`src/rtl/urv_dmem_wb_bridge_if.sv`:
```
// Wishbone B4 pipelined bus bundle between the data-memory bridge (master)
// and the memory/peripheral fabric (slave).
interface urv_dmem_wb_bridge_if;
  logic        wb_cyc_o;
  logic        wb_stb_o;
  logic        wb_we_o;
  logic [3:0]  wb_sel_o;
  logic [31:0] wb_adr_o;
  logic [31:0] wb_dat_o;
  logic [31:0] wb_dat_i;
  logic        wb_ack_i;
  logic        wb_err_i;
  logic        wb_stall_i;

  modport master (
    output wb_cyc_o, wb_stb_o, wb_we_o, wb_sel_o, wb_adr_o, wb_dat_o,
    input  wb_dat_i, wb_ack_i, wb_err_i, wb_stall_i
  );

  modport slave (
    input  wb_cyc_o, wb_stb_o, wb_we_o, wb_sel_o, wb_adr_o, wb_dat_o,
    output wb_dat_i, wb_ack_i, wb_err_i, wb_stall_i
  );
endinterface

```
`src/rtl/urv_dmem_wb_bridge.sv`:
```
// Turns single-cycle load/store pulses from the core's data port into one
// Wishbone B4 pipelined single access each, with a WAIT-state timeout.
module urv_dmem_wb_bridge #(
  parameter int unsigned TIMEOUT = 255
) (
  input  logic        clk_i,
  input  logic        rst_i,
  input  logic [31:0] dm_addr_i,
  input  logic [31:0] dm_data_s_i,
  input  logic [3:0]  dm_data_select_i,
  input  logic        dm_load_i,
  input  logic        dm_store_i,
  output logic        dm_ready_o,
  output logic [31:0] dm_data_l_o,
  output logic        dm_load_done_o,
  output logic        dm_store_done_o,
  output logic        dm_bus_err_o,
  output logic        dm_overlap_err_o,
  urv_dmem_wb_bridge_if.master wb
);

  typedef enum logic [1:0] {IDLE, ISSUE, WAIT} state_t;

  localparam logic [9:0] TIMEOUT_LAST = 10'(TIMEOUT - 1);

  state_t      state, state_next;
  logic [9:0]  count, count_next;
  logic        we_q, we_next;
  logic [3:0]  sel_q, sel_next;
  logic [31:0] adr_q, adr_next;
  logic [31:0] dat_q, dat_next;
  logic [31:0] data_l_q, data_l_next;
  logic        load_done_q, load_done_next;
  logic        store_done_q, store_done_next;
  logic        bus_err_q, bus_err_next;
  logic        overlap_q, overlap_next;
  logic        respond;
  logic        unused_addr_bits;

  assign unused_addr_bits = ^dm_addr_i[1:0];

  // Bus strobes and ready decode straight from the state register.
  assign dm_ready_o       = (state == IDLE);
  assign wb.wb_cyc_o      = (state != IDLE);
  assign wb.wb_stb_o      = (state == ISSUE);
  assign wb.wb_we_o       = we_q;
  assign wb.wb_sel_o      = sel_q;
  assign wb.wb_adr_o      = adr_q;
  assign wb.wb_dat_o      = dat_q;
  assign dm_data_l_o      = data_l_q;
  assign dm_load_done_o   = load_done_q;
  assign dm_store_done_o  = store_done_q;
  assign dm_bus_err_o     = bus_err_q;
  assign dm_overlap_err_o = overlap_q;

  always_ff @(posedge clk_i) begin
    if (rst_i) begin
      state        <= IDLE;
      count        <= '0;
      we_q         <= 1'b0;
      sel_q        <= '0;
      adr_q        <= '0;
      dat_q        <= '0;
      data_l_q     <= '0;
      load_done_q  <= 1'b0;
      store_done_q <= 1'b0;
      bus_err_q    <= 1'b0;
      overlap_q    <= 1'b0;
    end else begin
      state        <= state_next;
      count        <= count_next;
      we_q         <= we_next;
      sel_q        <= sel_next;
      adr_q        <= adr_next;
      dat_q        <= dat_next;
      data_l_q     <= data_l_next;
      load_done_q  <= load_done_next;
      store_done_q <= store_done_next;
      bus_err_q    <= bus_err_next;
      overlap_q    <= overlap_next;
    end
  end

  always_comb begin
    state_next      = state;
    count_next      = count;
    we_next         = we_q;
    sel_next        = sel_q;
    adr_next        = adr_q;
    dat_next        = dat_q;
    data_l_next     = data_l_q;
    load_done_next  = 1'b0;
    store_done_next = 1'b0;
    bus_err_next    = 1'b0;
    overlap_next    = overlap_q | ((state != IDLE) & (dm_load_i | dm_store_i));
    respond         = 1'b0;

    case (state)
      IDLE: begin
        if (dm_load_i | dm_store_i) begin
          adr_next   = {dm_addr_i[31:2], 2'b00};
          sel_next   = dm_data_select_i;
          dat_next   = dm_data_s_i;
          we_next    = dm_store_i;
          state_next = ISSUE;
        end
      end
      ISSUE: begin
        if (!wb.wb_stall_i) begin
          state_next = WAIT;
          respond    = wb.wb_ack_i | wb.wb_err_i;
        end
      end
      WAIT: begin
        count_next = (count == 10'h3ff) ? count : count + 10'd1;
        respond    = wb.wb_ack_i | wb.wb_err_i | (count == TIMEOUT_LAST);
      end
      default: state_next = IDLE;
    endcase

    // Without an ack, a response here is either err or the timeout; err beats ack.
    if (respond) begin
      bus_err_next    = wb.wb_err_i | ~wb.wb_ack_i;
      load_done_next  = ~we_q;
      store_done_next = we_q;
      if (bus_err_next)
        data_l_next = '0;
      else if (!we_q)
        data_l_next = wb.wb_dat_i;
      count_next = '0;
      state_next = IDLE;
    end
  end

endmodule

```
`src/flat_wrapper.sv`:
```
// flat-port wrapper written by rule: the top's interface ports become plain ports
module urv_dmem_wb_bridge_flat 
#(
  parameter int unsigned TIMEOUT = 255
)
  (clk_i, rst_i, dm_addr_i, dm_data_s_i, dm_data_select_i, dm_load_i, dm_store_i, dm_ready_o, dm_data_l_o, dm_load_done_o, dm_store_done_o, dm_bus_err_o, dm_overlap_err_o, wb_wb_cyc_o, wb_wb_stb_o, wb_wb_we_o, wb_wb_sel_o, wb_wb_adr_o, wb_wb_dat_o, wb_wb_dat_i, wb_wb_ack_i, wb_wb_err_i, wb_wb_stall_i);
  urv_dmem_wb_bridge_if wb_i ();
  input  logic clk_i;
  input  logic rst_i;
  input  logic [31:0] dm_addr_i;
  input  logic [31:0] dm_data_s_i;
  input  logic [3:0] dm_data_select_i;
  input  logic dm_load_i;
  input  logic dm_store_i;
  output logic dm_ready_o;
  output logic [31:0] dm_data_l_o;
  output logic dm_load_done_o;
  output logic dm_store_done_o;
  output logic dm_bus_err_o;
  output logic dm_overlap_err_o;
  output wire logic [$bits(wb_i.wb_cyc_o)-1:0] wb_wb_cyc_o;
  output wire logic [$bits(wb_i.wb_stb_o)-1:0] wb_wb_stb_o;
  output wire logic [$bits(wb_i.wb_we_o)-1:0] wb_wb_we_o;
  output wire logic [$bits(wb_i.wb_sel_o)-1:0] wb_wb_sel_o;
  output wire logic [$bits(wb_i.wb_adr_o)-1:0] wb_wb_adr_o;
  output wire logic [$bits(wb_i.wb_dat_o)-1:0] wb_wb_dat_o;
  input wire logic [$bits(wb_i.wb_dat_i)-1:0] wb_wb_dat_i;
  input wire logic [$bits(wb_i.wb_ack_i)-1:0] wb_wb_ack_i;
  input wire logic [$bits(wb_i.wb_err_i)-1:0] wb_wb_err_i;
  input wire logic [$bits(wb_i.wb_stall_i)-1:0] wb_wb_stall_i;
  assign wb_wb_cyc_o = wb_i.wb_cyc_o;
  assign wb_wb_stb_o = wb_i.wb_stb_o;
  assign wb_wb_we_o = wb_i.wb_we_o;
  assign wb_wb_sel_o = wb_i.wb_sel_o;
  assign wb_wb_adr_o = wb_i.wb_adr_o;
  assign wb_wb_dat_o = wb_i.wb_dat_o;
  assign wb_i.wb_dat_i = wb_wb_dat_i;
  assign wb_i.wb_ack_i = wb_wb_ack_i;
  assign wb_i.wb_err_i = wb_wb_err_i;
  assign wb_i.wb_stall_i = wb_wb_stall_i;
  urv_dmem_wb_bridge #(.TIMEOUT(TIMEOUT)) u_core (.clk_i(clk_i), .rst_i(rst_i), .dm_addr_i(dm_addr_i), .dm_data_s_i(dm_data_s_i), .dm_data_select_i(dm_data_select_i), .dm_load_i(dm_load_i), .dm_store_i(dm_store_i), .dm_ready_o(dm_ready_o), .dm_data_l_o(dm_data_l_o), .dm_load_done_o(dm_load_done_o), .dm_store_done_o(dm_store_done_o), .dm_bus_err_o(dm_bus_err_o), .dm_overlap_err_o(dm_overlap_err_o), .wb(wb_i));
endmodule
```
`config.mk`:
```
export PLATFORM = sky130hd
export DESIGN_NAME = urv_dmem_wb_bridge_flat
export DESIGN_NICKNAME = d
export VERILOG_FILES = /design/src/rtl/urv_dmem_wb_bridge_if.sv /design/src/rtl/urv_dmem_wb_bridge.sv /design/src/flat_wrapper.sv
export SDC_FILE = /design/constraint.sdc
export NUM_CORES = 1
export LEC_CHECK = 0
export CAP_MARGIN = 10
export CORE_UTILIZATION = 39
export DETAILED_ROUTE_END_ITERATION = 16
export DONT_BUFFER_PORTS = 1
export PLACE_DENSITY = 0.65
export REMOVE_ABC_BUFFERS = 1
export SLEW_MARGIN = 30
export SYNTH_ARGS = -nofsm -noshare
export SYNTH_HDL_FRONTEND = slang
export SYNTH_SLANG_ARGS = --single-unit
```
`constraint.sdc`:
```
create_clock -name clk_i -period 3.29 [get_ports clk_i]
set_input_delay 0.1645 -clock clk_i [delete_from_list [all_inputs] [get_ports clk_i]]
set_output_delay 0.1645 -clock clk_i [all_outputs]
set_load 0.01 [all_outputs]
```
==> impl_metrics.json <==
{
  "hpwl_mm": 6.70,
  "power.density_nw_per_um2": 761,
  "die_y_um": 105,
  "cts_buffer_depth": 2,
  "nets": 676,
  "die_w_um": 105,
  "core_um2": 10300,
  "num_vias": 3780,
  "seqPwrFrac_pct": 42.0,
  "cts_setup_buffers": 0,
  "clock_sinks": 115,
  "cp_top_family": "buffers and inverters",
  "final.setup_skew_ns": 0.0211,
  "tightest_slew_ns": 0.854,
  "min_from": "rst_i",
  "hold_viol": 0,
  "num_io_pins": 215,
  "area_growth_pct": 42.1,
  "netSwitchingPower_mw": 1.50,
  "drtIter0Drc": 297,
  "switching_share_pct": 33.7,
  "yosysWarningCount": 0,
  "numCtsBuffers": 17,
  "grt_max_degree": 70,
  "path_common_cell": "inv_1",
  "leakage_nw": 2.29,
  "rsz0062_at_grt": "false",
  "gr-total-overflow": 0,
  "endpoint_kind": "flip-flop",
  "first_global_vias": 3710,
  "vias_per_cell": 5.30,
  "period_share_pct": 82.5,
  "wirelength_mm": 12.0,
  "critPathLaunchType": "flip-flop",
  "fin_crit_ns": 2.71,
  "ys_seq_area_share_pct": 55.8,
  "path_clk_slew_ns": 0.06,
  "arrival_ns": 3.16,
  "r2r_slack_ns": 0.58,
  "power_frac_clock_pct": 37.3,
  "antennaDiodeCount": 0,
  "drc_errors": 0,
  "synth_top_cell_by_area": "dfxtp_1",
  "slew_violations": 0,
  "yosys-top-cells-area": "dfxtp_1 (56%), nand2_1 (13%), a21oi_1 (8.7%)",
  "place_congestion": 0.726,
  "cts_tree": "built",
  "synth-seq-cells": 115,
  "holdWs_ns": 0.0941,
  "r2r_end": "u_core.wb.wb_adr_o[16]",
  "reg2reg_from": "u_core.state[0]",
  "netlist_instances": 463,
  "dr.pass1.iters": 4,
  "final_common_cell": "nand2_1",
  "relSlewSlack_pct": 42.9,
  "io_buffers": 0,
  "cts_hold_buf": 111,
  "grt_first_pass_wirelength_mm": 18.5,
  "dieArea_um2": 11000,
  "antenna_found_initial": 1,
  "cpPeakStageDelay_ns": 0.57,
  "grt_usage_pct": 21.6,
  "run_status": "completed",
  "cpMaxStageDelayCell": "dlygate4sd3_1",
  "route.detailed.wl_per_inst_um": 16.8,
  "cts_max_level": 4,
  "ir_drop_uv": 398,
  "fillerInstances": 828,
  "cp_max_fo": 66,
  "layout_common_cells": "nand2_1 (138), dfxtp_1 (115), dlygate4sd3_1 (110)",
  "min_path_cells": 2,
  "hp-class": "input port to flip-flop",
  "worstRegToRegCells": 8,
  "pwr-share-comb_pct": 20.7,
  "floorplan.rows": 37,
  "fmax_ghz": 0.368,
  "critPathBufInv": 4,
  "cts_root_buffer": "clkbuf_8",
  "syn-mean-instance-area_um2": 8.91,
  "synth_top_cell_area_share_pct": 55.8,
  "drive_gt1_share_pct": 7.63,
  "ys_types": 39,
  "cts_resized": 0,
  "path_class": "flip-flop to flip-flop",
  "p_int_mw": 2.96,
  "start_util_pct": 40.2,
  "worstPathRequired_ns": 3.73,
  "netlist_area_um2": 4130,
  "hold_end": "u_core.dm_data_l_o[31]",
  "postRouteAntennaNets": 0,
  "setup_viol": 0,
  "max-cap-violations": 0,
  "finalSetupTns_ns": 0,
  "cp_cell_sequence": "inv_1 -> ha_1 -> inv_1 -> nor2_4 -> buf_4 -> nand2_1 -> a21oi_1 -> dlygate4sd3_1",
  "clk_latency_ns": 0.52
}
==> sequential cells by signal, indices dropped and copies added (netlist names) <==
register and count:
u_core.dm_data_l_o 32, u_core.wb.wb_dat_o 32, u_core.wb.wb_adr_o 30, u_core.count 10
u_core.wb.wb_sel_o 4, u_core.state 2, u_core.dm_bus_err_o 1, u_core.dm_load_done_o 1
u_core.dm_overlap_err_o 1, u_core.dm_store_done_o 1, u_core.wb.wb_we_o 1
==> cell usage after synthesis <==
library cell  instances
o31ai_1               2
nor4_1                1
o21ai_0               4
o21a_2                1
o21bai_1              2
nor4_4                1
ha_1                  5
nand3b_1              1
clkbuf_1             16
buf_6                 3
mux2i_1               2
nand2_1             138
inv_1                 6
a221oi_1              1
buf_2                 3
nor2_1               15
a21oi_1              72
and4_1                2
nor2b_1               3
buf_4                 5
nand4b_1              1
buf_1                 6
nor3b_1               1
and3_1                1
or3_1                 4
nand3_1               2
a22o_1               32
conb_1                1
or2_2                 1
nand4_1               2
nand4_4               1
o221a_2               1
o21ai_1               1
o31ai_2               1
a211oi_1              3
dfxtp_1             115
nor3_1                4
a31oi_1               1
xnor2_1               2
==> metrics by stage <==
step / cell area [um^2] / cells / worst slack (ns) / power, mW / utilization, %
global placement: 4170 / 569 / 0.953 / 2.60 / 40.6
finish: 5860 / 713 / 0.576 / 4.46 / 57.0
floorplan: 3960 / 431 / 0.0698 / 2.41 / -
detailed placement: 4190 / 570 / 1.09 / 2.65 / 40.7
CTS: 5860 / 713 / 0.582 / 4.47 / 57.0
global route: 5860 / 713 / 0.371 / 4.70 / 57.0
==> worst max path at each step <==
stage                               start                endpoint  cells past startpoint
after floorplan           u_core.state[0]  u_core.wb.wb_adr_o[10]                      6
after global placement    u_core.state[1]  u_core.dm_data_l_o[10]                      6
after detailed placement  u_core.state[0]   u_core.wb.wb_adr_o[6]                      7
after CTS                 u_core.state[0]  u_core.wb.wb_adr_o[16]                      8
after global routing      u_core.state[0]  u_core.wb.wb_adr_o[25]                      8
final                     u_core.state[0]  u_core.wb.wb_adr_o[16]                      8
==> metal layers <==
layer	global-route usage, %	up-vias	wire length [um]
met1	22.1	1781	4530
met2	37.6	183	6030
met5	0	-	13
met4	12.7	2	463
li1	-	1777	-
met3	8.30	37	942
==> layout make-up <==
type | instances | area, um^2 | share of cell area [%]
Clock inverter | 15 | 134 | 2.28
Timing Repair Buffer | 114 | 1150 | 19.7
Inverter | 6 | 22.5 | 0.384
Sequential cell | 115 | 2300 | 39.3
Clock buffer | 17 | 414 | 7.07
Tap cell | 136 | 170 | 2.90
Multi-Input combinational cell | 310 | 1660 | 28.4
==> logic make-up after synthesis <==
family | count (synthesis) | share of synthesized area [%]
and+or+nand+nor | 178 | 18.5
AOI/OAI and AO/OA | 121 | 18.6
DFF | 115 | 55.8
buffers and inverters | 39 | 4.64
adders and majority gates | 5 | 1.52
xor gates and xnor gates | 2 | 0.425
muxes | 2 | 0.485
other | 1 | 0.0909
==> power by group through the flow <==
stage / registers, mW / clock network [mW] / logic, mW
5_1_grt: 1.89 / 1.78 / 1.04
2_1_floorplan: 1.83 / 0 / 0.575
3_5_place_dp: 1.89 / 0 / 0.757
3_3_place_gp: 1.88 / 0 / 0.715
4_1_cts: 1.86 / 1.69 / 0.911
6_report: 1.87 / 1.66 / 0.924
(Power assumes the default switching activity.)
